--- src/rtl/ibf_insert_scheduler_pkg.sv ---
// Shared header for the IBF insert scheduler: key/set-length widths and FSM encoding.
package ibf_insert_scheduler_pkg;

    localparam int unsigned KEY_FIELD = 32;
    localparam int unsigned SET_LEN   = 16;
    localparam int unsigned STATE_W   = 2;

    localparam logic [1:0] ST_IDLE  = 2'd0;
    localparam logic [1:0] ST_ISSUE = 2'd1;
    localparam logic [1:0] ST_WAIT  = 2'd2;

endpackage

--- src/rtl/ibf_insert_scheduler_if.sv ---
// Requester, datapath and status bundle for the IBF insert scheduler.
interface ibf_insert_scheduler_if
    import ibf_insert_scheduler_pkg::*;
#(
    parameter int unsigned KEY_W = KEY_FIELD,
    parameter int unsigned CNT_W = SET_LEN
);
    logic             req0_valid;
    logic [KEY_W-1:0] req0_key;
    logic             req0_last;
    logic             req0_ready;
    logic             req1_valid;
    logic [KEY_W-1:0] req1_key;
    logic             req1_last;
    logic             req1_ready;
    logic             dp_start;
    logic [KEY_W-1:0] dp_key;
    logic             dp_sel;
    logic             dp_done;
    logic [1:0]       ibf_done;
    logic [CNT_W-1:0] cnt0;
    logic [CNT_W-1:0] cnt1;
    logic             busy;
    logic             err;

    modport master (
        output req0_valid, req0_key, req0_last, req1_valid, req1_key, req1_last, dp_done,
        input  req0_ready, req1_ready, dp_start, dp_key, dp_sel, ibf_done, cnt0, cnt1, busy, err
    );

    modport slave (
        input  req0_valid, req0_key, req0_last, req1_valid, req1_key, req1_last, dp_done,
        output req0_ready, req1_ready, dp_start, dp_key, dp_sel, ibf_done, cnt0, cnt1, busy, err
    );

endinterface

--- src/rtl/ibf_insert_scheduler_rr_arb2.sv ---
// Two-way round-robin arbiter; the requester not granted last wins a tie.
module rr_arb2 (
    input  logic       clk,
    input  logic       reset,
    input  logic [1:0] req,
    input  logic       advance,
    output logic [1:0] gnt_c
);
    logic prio;

    always_comb begin
        gnt_c = 2'b00;
        if (req[0] && (!prio || !req[1])) begin
            gnt_c = 2'b01;
        end else if (req[1]) begin
            gnt_c = 2'b10;
        end
    end

    // prio = 1 means set 1 is preferred on the next tie
    always_ff @(posedge clk) begin
        if (reset) begin
            prio <= 1'b0;
        end else if (advance) begin
            prio <= gnt_c[0];
        end
    end

endmodule

--- src/rtl/ibf_insert_scheduler.sv ---
// Feeds keys from two sets, one at a time, into the hash/IBF programming datapath.
module ibf_insert_scheduler
    import ibf_insert_scheduler_pkg::*;
#(
    parameter int unsigned KEY_W = KEY_FIELD,
    parameter int unsigned CNT_W = SET_LEN,
    parameter int unsigned TMO   = 64
) (
    input  logic             clk,
    input  logic             reset,
    ibf_insert_scheduler_if.slave bus
);
    localparam int unsigned TMO_W = (TMO > 1) ? $clog2(TMO) : 1;

    logic [STATE_W-1:0] state, state_nxt;
    logic [1:0]         eligible, gnt;
    logic               accept, complete, err_set;
    logic [TMO_W-1:0]   tmo_cnt;
    logic               last_q, dp_start_q, dp_sel_q, busy_q, err_q;
    logic [KEY_W-1:0]   dp_key_q;
    logic [1:0]         ibf_done_q;
    logic [CNT_W-1:0]   cnt0_q, cnt1_q;

    assign eligible = {bus.req1_valid & ~ibf_done_q[1], bus.req0_valid & ~ibf_done_q[0]};

    rr_arb2 u_arb (
        .clk     (clk),
        .reset   (reset),
        .req     (eligible),
        .advance (accept),
        .gnt_c   (gnt)
    );

    always_ff @(posedge clk) begin
        if (reset) begin
            state <= ST_IDLE;
        end else begin
            state <= state_nxt;
        end
    end

    always_comb begin
        state_nxt = state;
        accept    = 1'b0;
        complete  = 1'b0;
        err_set   = 1'b0;
        case (state)
            ST_IDLE: begin
                err_set = bus.dp_done;
                if (|gnt) begin
                    accept    = 1'b1;
                    state_nxt = ST_ISSUE;
                end
            end
            ST_ISSUE: begin
                err_set   = bus.dp_done;
                state_nxt = ST_WAIT;
            end
            ST_WAIT: begin
                if (bus.dp_done) begin
                    complete  = 1'b1;
                    state_nxt = ST_IDLE;
                end else if (tmo_cnt == TMO_W'(TMO - 1)) begin
                    err_set   = 1'b1;
                    state_nxt = ST_IDLE;
                end
            end
            default: state_nxt = ST_IDLE;
        endcase
    end

    // Key capture, completion bookkeeping and sticky error
    always_ff @(posedge clk) begin
        if (reset) begin
            dp_start_q <= 1'b0;
            dp_key_q   <= '0;
            dp_sel_q   <= 1'b0;
            last_q     <= 1'b0;
            busy_q     <= 1'b0;
            err_q      <= 1'b0;
            ibf_done_q <= 2'b00;
            cnt0_q     <= '0;
            cnt1_q     <= '0;
            tmo_cnt    <= '0;
        end else begin
            dp_start_q <= accept;
            busy_q     <= (state_nxt != ST_IDLE);
            if (accept) begin
                dp_key_q <= gnt[1] ? bus.req1_key  : bus.req0_key;
                dp_sel_q <= gnt[1];
                last_q   <= gnt[1] ? bus.req1_last : bus.req0_last;
            end
            if (state == ST_WAIT) begin
                tmo_cnt <= tmo_cnt + TMO_W'(1);
            end else begin
                tmo_cnt <= '0;
            end
            if (complete) begin
                if (!dp_sel_q && (cnt0_q != '1)) begin
                    cnt0_q <= cnt0_q + CNT_W'(1);
                end
                if (dp_sel_q && (cnt1_q != '1)) begin
                    cnt1_q <= cnt1_q + CNT_W'(1);
                end
                if (last_q) begin
                    ibf_done_q[dp_sel_q] <= 1'b1;
                end
            end
            if (err_set) begin
                err_q <= 1'b1;
            end
        end
    end

    assign bus.req0_ready = accept & gnt[0];
    assign bus.req1_ready = accept & gnt[1];
    assign bus.dp_start   = dp_start_q;
    assign bus.dp_key     = dp_key_q;
    assign bus.dp_sel     = dp_sel_q;
    assign bus.ibf_done   = ibf_done_q;
    assign bus.cnt0       = cnt0_q;
    assign bus.cnt1       = cnt1_q;
    assign bus.busy       = busy_q;
    assign bus.err        = err_q;

endmodule

--- src/flat_wrapper.sv ---
// flat-port wrapper written by rule: the top's interface ports become plain ports
module ibf_insert_scheduler_flat import ibf_insert_scheduler_pkg::*;
#(
    parameter int unsigned KEY_W = KEY_FIELD,
    parameter int unsigned CNT_W = SET_LEN,
    parameter int unsigned TMO   = 64
)
  (clk, reset, bus_req0_valid, bus_req0_key, bus_req0_last, bus_req1_valid, bus_req1_key, bus_req1_last, bus_dp_done, bus_req0_ready, bus_req1_ready, bus_dp_start, bus_dp_key, bus_dp_sel, bus_ibf_done, bus_cnt0, bus_cnt1, bus_busy, bus_err);
  ibf_insert_scheduler_if #(.KEY_W(KEY_W), .CNT_W(CNT_W)) bus_i ();
  input  logic clk;
  input  logic reset;
  input wire logic [$bits(bus_i.req0_valid)-1:0] bus_req0_valid;
  input wire logic [$bits(bus_i.req0_key)-1:0] bus_req0_key;
  input wire logic [$bits(bus_i.req0_last)-1:0] bus_req0_last;
  input wire logic [$bits(bus_i.req1_valid)-1:0] bus_req1_valid;
  input wire logic [$bits(bus_i.req1_key)-1:0] bus_req1_key;
  input wire logic [$bits(bus_i.req1_last)-1:0] bus_req1_last;
  input wire logic [$bits(bus_i.dp_done)-1:0] bus_dp_done;
  output wire logic [$bits(bus_i.req0_ready)-1:0] bus_req0_ready;
  output wire logic [$bits(bus_i.req1_ready)-1:0] bus_req1_ready;
  output wire logic [$bits(bus_i.dp_start)-1:0] bus_dp_start;
  output wire logic [$bits(bus_i.dp_key)-1:0] bus_dp_key;
  output wire logic [$bits(bus_i.dp_sel)-1:0] bus_dp_sel;
  output wire logic [$bits(bus_i.ibf_done)-1:0] bus_ibf_done;
  output wire logic [$bits(bus_i.cnt0)-1:0] bus_cnt0;
  output wire logic [$bits(bus_i.cnt1)-1:0] bus_cnt1;
  output wire logic [$bits(bus_i.busy)-1:0] bus_busy;
  output wire logic [$bits(bus_i.err)-1:0] bus_err;
  assign bus_i.req0_valid = bus_req0_valid;
  assign bus_i.req0_key = bus_req0_key;
  assign bus_i.req0_last = bus_req0_last;
  assign bus_i.req1_valid = bus_req1_valid;
  assign bus_i.req1_key = bus_req1_key;
  assign bus_i.req1_last = bus_req1_last;
  assign bus_i.dp_done = bus_dp_done;
  assign bus_req0_ready = bus_i.req0_ready;
  assign bus_req1_ready = bus_i.req1_ready;
  assign bus_dp_start = bus_i.dp_start;
  assign bus_dp_key = bus_i.dp_key;
  assign bus_dp_sel = bus_i.dp_sel;
  assign bus_ibf_done = bus_i.ibf_done;
  assign bus_cnt0 = bus_i.cnt0;
  assign bus_cnt1 = bus_i.cnt1;
  assign bus_busy = bus_i.busy;
  assign bus_err = bus_i.err;
  ibf_insert_scheduler #(.KEY_W(KEY_W), .CNT_W(CNT_W), .TMO(TMO)) u_core (.clk(clk), .reset(reset), .bus(bus_i));
endmodule
--- config.mk ---
export PLATFORM = sky130hd
export DESIGN_NAME = ibf_insert_scheduler_flat
export DESIGN_NICKNAME = d
export VERILOG_FILES = /design/src/rtl/ibf_insert_scheduler_pkg.sv /design/src/rtl/ibf_insert_scheduler_if.sv /design/src/rtl/ibf_insert_scheduler_rr_arb2.sv /design/src/rtl/ibf_insert_scheduler.sv /design/src/flat_wrapper.sv
export SDC_FILE = /design/constraint.sdc
export NUM_CORES = 1
export LEC_CHECK = 0
export ABC_CLOCK_PERIOD_IN_PS = 1800
export BUFFER_PORTS_ARGS = -buffer_cell sky130_fd_sc_hd__buf_2
export CAP_MARGIN = 10
export CORE_MARGIN = 2
export CORE_UTILIZATION = 44
export CTS_CLUSTER_SIZE = 16
export DETAILED_ROUTE_END_ITERATION = 7
export GPL_TIMING_DRIVEN = 1
export PLACE_DENSITY = 0.81
export SYNTH_ARGS = -nofsm -noshare
export SYNTH_HDL_FRONTEND = slang
export SYNTH_SLANG_ARGS = --single-unit
--- constraint.sdc ---
create_clock -name clk -period 1.8 [get_ports clk]
set_input_delay 0.36 -clock clk [delete_from_list [all_inputs] [get_ports clk]]
set_output_delay 0.36 -clock clk [all_outputs]
set_load 0.1 [all_outputs]
==> impl_metrics.ini <==
[cells_and_area]
fillCellCount = 702
multi_input_area_um2 = 2160
fin_area_um2 = 5230
layout.nets = 649
post-route-util = 0.633
drive_gt1_frac = 0.440
insertedDiodeCount = 0
regArea_um2 = 1720
area_growth_pct = 39.4

[global_routing]
overflow = 0
grt_use_total = 0.204
antenna_found_initial = 0
grt_max_degree = 56
grt_pass1_vias = 3466
grt_pass1_wl_um = 15100

[die]
core-area_um2 = 8260
fp.dieH_um = 96.3
rows = 33
die_area_um2 = 9280
die_w_um = 96.3
start_util = 0.454
top_level_ports = 143

[route]
drt_wl_total_um = 9440
via_per_inst = 5.39
ant_nets = 0
drc = 0
vias = 3695
first_iter_violations = 111
routedWlPerCell_um = 13.8
first_pass_iters = 4

[timing]
fmax_mhz = 537
finalSetupViolations = 2
fin_crit_sh = 1.03
maxSlewViolCount = 0
setup_ws_ns = -0.0611
maxSlewHeadroom = 0.653
worstMarginPinSlew_ns = 0.513
period_minus_slack_ns = 1.86
finalHoldViolCount = 0
rsz0062_at_grt = yes
fin_skew_ns = 0.0140

[pwr]
clkPwrFrac = 0.293
combinationalPowerShare = 0.300
power_switching_mw = 1.74
intPower_mw = 2.94
peakVddDrop_uv = 668
p_leak_nw = 2.36
totalPowerFinal_mw = 4.68
cellPowerDensity_nw_per_um2 = 896
seq_power_share = 0.407
power_switching_share = 0.372

[flow_run]
cap_violations = 0

[synthesis]
synth_largest_area_cell = dfxtp_1
synthFlopType = dfxtp_1
synth_adder_area_share = 0.0100
ys_ff_latch = 80
synthArstFlopShare = 0
syn_nets = 497
synthMuxAreaShare = 0.135
synth_edf_count = 0
yosys.area_share.simple = 0.217
yosysWarnings = 0
syn_inst = 423
netlist-cell-type-count = 43
synth_xor_area_frac = 0.00700
synth_top_area_frac = 0.427
synth_top_family_by_area = simple AND/OR/NAND/NOR gates
synth_compound_area_frac = 0.167
synth_area_per_cell_um2 = 8.87
seq_area_frac_synth = 0.427
syn_area_um2 = 3750
yosys-top-cells-area = dfxtp_1 (43%), mux2i_1 (9.3%), a211oi_1 (7.8%)

[critical_path]
crit_family = simple AND/OR/NAND/NOR gates
crit_fanout = 4
crit_path_end_kind = output port
reg2reg_from = u_core.bus.dp_sel
startpoint = u_core.state[0]
critPathBufInv = 3
arrival_ns = 1.50
critPathMaxStageDelay_ns = 0.33
crit_chain = buf_6 -> nor2_4 -> o21ai_2 -> or2_4 -> clkinvlp_4 -> buf_12
critPathRequiredTime_ns = 1.44
path_class = reg2out
crit_slowest_cell = dfxtp_2
worstSetupStartpointType = register

[cts]
clkLatencyLatePin_ns = 0.34
cts_tree = yes
h-tree-depth = 3
clk_path_buf_depth = 2
hold_buffers = 0
cts-buffers-inserted = 9
cts_root_buf = clkbuf_8
clk_pin_slew_ns = 0.08
cts_sinks = 80

[outcome]
violations = setup timing
outcome = complete, but fails checks

[placement]
port_buffers = 142
place_area_um2 = 4930
gp_congestion = 0.862
dp_hpwl_um = 7090

[worst_hold_path]
min_from = bus_req1_key[26]
hold_class = in2reg
## cells by family (layout without fill, tap and decap cells)
| group | Yosys count | count (layout) |
|---|---|---|
| compound gates | 94 | 94 |
| xor+xnor | 3 | 3 |
| fa+ha+maj | 3 | 3 |
| buf+inv | 35 | 192 |
| flops | 80 | 80 |
| mux | 49 | 49 |
| simple gates | 159 | 159 |
## registers in the layout (all words and copies together) (netlist names), 2 cells and up
| name | cells |
|---|---|
| u_core.bus.ibf_done | 2 |
| u_core.bus.cnt1 | 16 |
| u_core.tmo_cnt | 6 |
| u_core.bus.dp_key | 32 |
| u_core.state | 2 |
| u_core.bus.cnt0 | 16 |
## power groups by stage
stage	Clock, mW	Sequential [mW]	Combinational (mW)
3_3_place_gp	0	1.94	1.36
5_1_grt	1.50	1.92	1.48
2_1_floorplan	0	2.67	0.361
4_1_cts	1.43	1.91	1.40
6_report	1.37	1.91	1.40
3_5_place_dp	0	1.94	1.38
## worst register-to-register path: stages (launching register included)
cell      delay (ns)
dfxtp_4         0.35
and4bb_2        0.37
buf_4           0.16
nand2_1         0.08
a211oi_1        0.24
mux2_2          0.36
## final timing paths
path                            slack, ns                     to  depth (start not counted)
worst max register to register       0.11     u_core.bus.cnt0[8]                          5
worst min register to register       0.46     u_core.bus.cnt1[8]                          1
worst max-delay path                -0.06         bus_req1_ready                          6
worst min-delay path                 0.35  u_core.bus.dp_key[26]                          3
## Yosys cell counts (4+ instances only)
cell      count
dfxtp_1      80
nor2_1       64
a211oi_1     39
mux2i_1      35
a21oi_1      27
clkbuf_1     18
nand2_1      16
mux2_2       14
nor2b_1      14
nand3_1      13
nand4_1       9
inv_1         8
nand2b_1      8
or4_1         8
o21ai_0       7
o31ai_1       7
buf_2         6
nor3_1        5
and2_1        4
and4_1        4
or3_1         4
## through the flow
stage	hold WS (ns)	setup TNS (ns)	setup WS, ns	cells
6_report	0.354	-0.0675	-0.0611	685
5_1_grt	0.358	-0.205	-0.119	685
4_1_cts	0.338	-0.0691	-0.0346	684
3_5_place_dp	0.448	-0.0297	-0.0297	665
3_3_place_gp	0.428	0	0.0387	665
2_1_floorplan	0.418	-0.985	-0.390	423
## cell type report
type | instances | share of cell area
clock inverter | 2 | 0.00670
sequential | 80 | 0.329
inverter | 8 | 0.00646
multi-input combinational | 308 | 0.413
tap | 105 | 0.0251
clock buffer | 14 | 0.0333
timing repair buffer | 168 | 0.187
## layout by cell type (no fill, tap or decap), types with 2 or more instances in the layout
| master | n |
|---|---|
| a21boi_0 | 2 |
| buf_6 | 4 |
| clkbuf_8 | 10 |
| nand2b_1 | 7 |
| or4_1 | 8 |
| or2_2 | 2 |
| nand3_1 | 11 |
| mux2i_1 | 35 |
| inv_1 | 7 |
| or3_1 | 4 |
| and2_1 | 4 |
| o31ai_1 | 7 |
| clkbuf_1 | 3 |
| buf_4 | 20 |
| buf_12 | 4 |
| nor3_1 | 4 |
| a31oi_1 | 2 |
| o21ai_0 | 5 |
| dfxtp_1 | 43 |
| nor2_1 | 63 |
| buf_2 | 140 |
| dfxtp_2 | 9 |
| a2111oi_4 | 2 |
| nand4_1 | 9 |
| nor2b_1 | 12 |
| nand2_1 | 16 |
| mux2_2 | 14 |
| ha_4 | 2 |
| and4_1 | 4 |
| a211oi_1 | 39 |
| a21oi_1 | 27 |
| and3_1 | 2 |
| xor2_1 | 2 |
| dfxtp_4 | 28 |
## routing by layer
metal / track usage / vias up / part of all wire
met1: 0.249 / 1712 / 0.42
met3: 0.0525 / 9 / 0.072
li1: - / 1852 / -
met5: 0 / - / 0
met2: 0.348 / 122 / 0.49
met4: 0.0669 / 0 / 0.011
## repair_timing
item	4_1_cts	5_1_grt
pin swaps	3	2
buffers inserted	3	2
resized for setup	10	6
hold endpoints to repair	0	0
setup endpoints to repair	2	36
No activity file was read; power rests on OpenSTA's default activity.
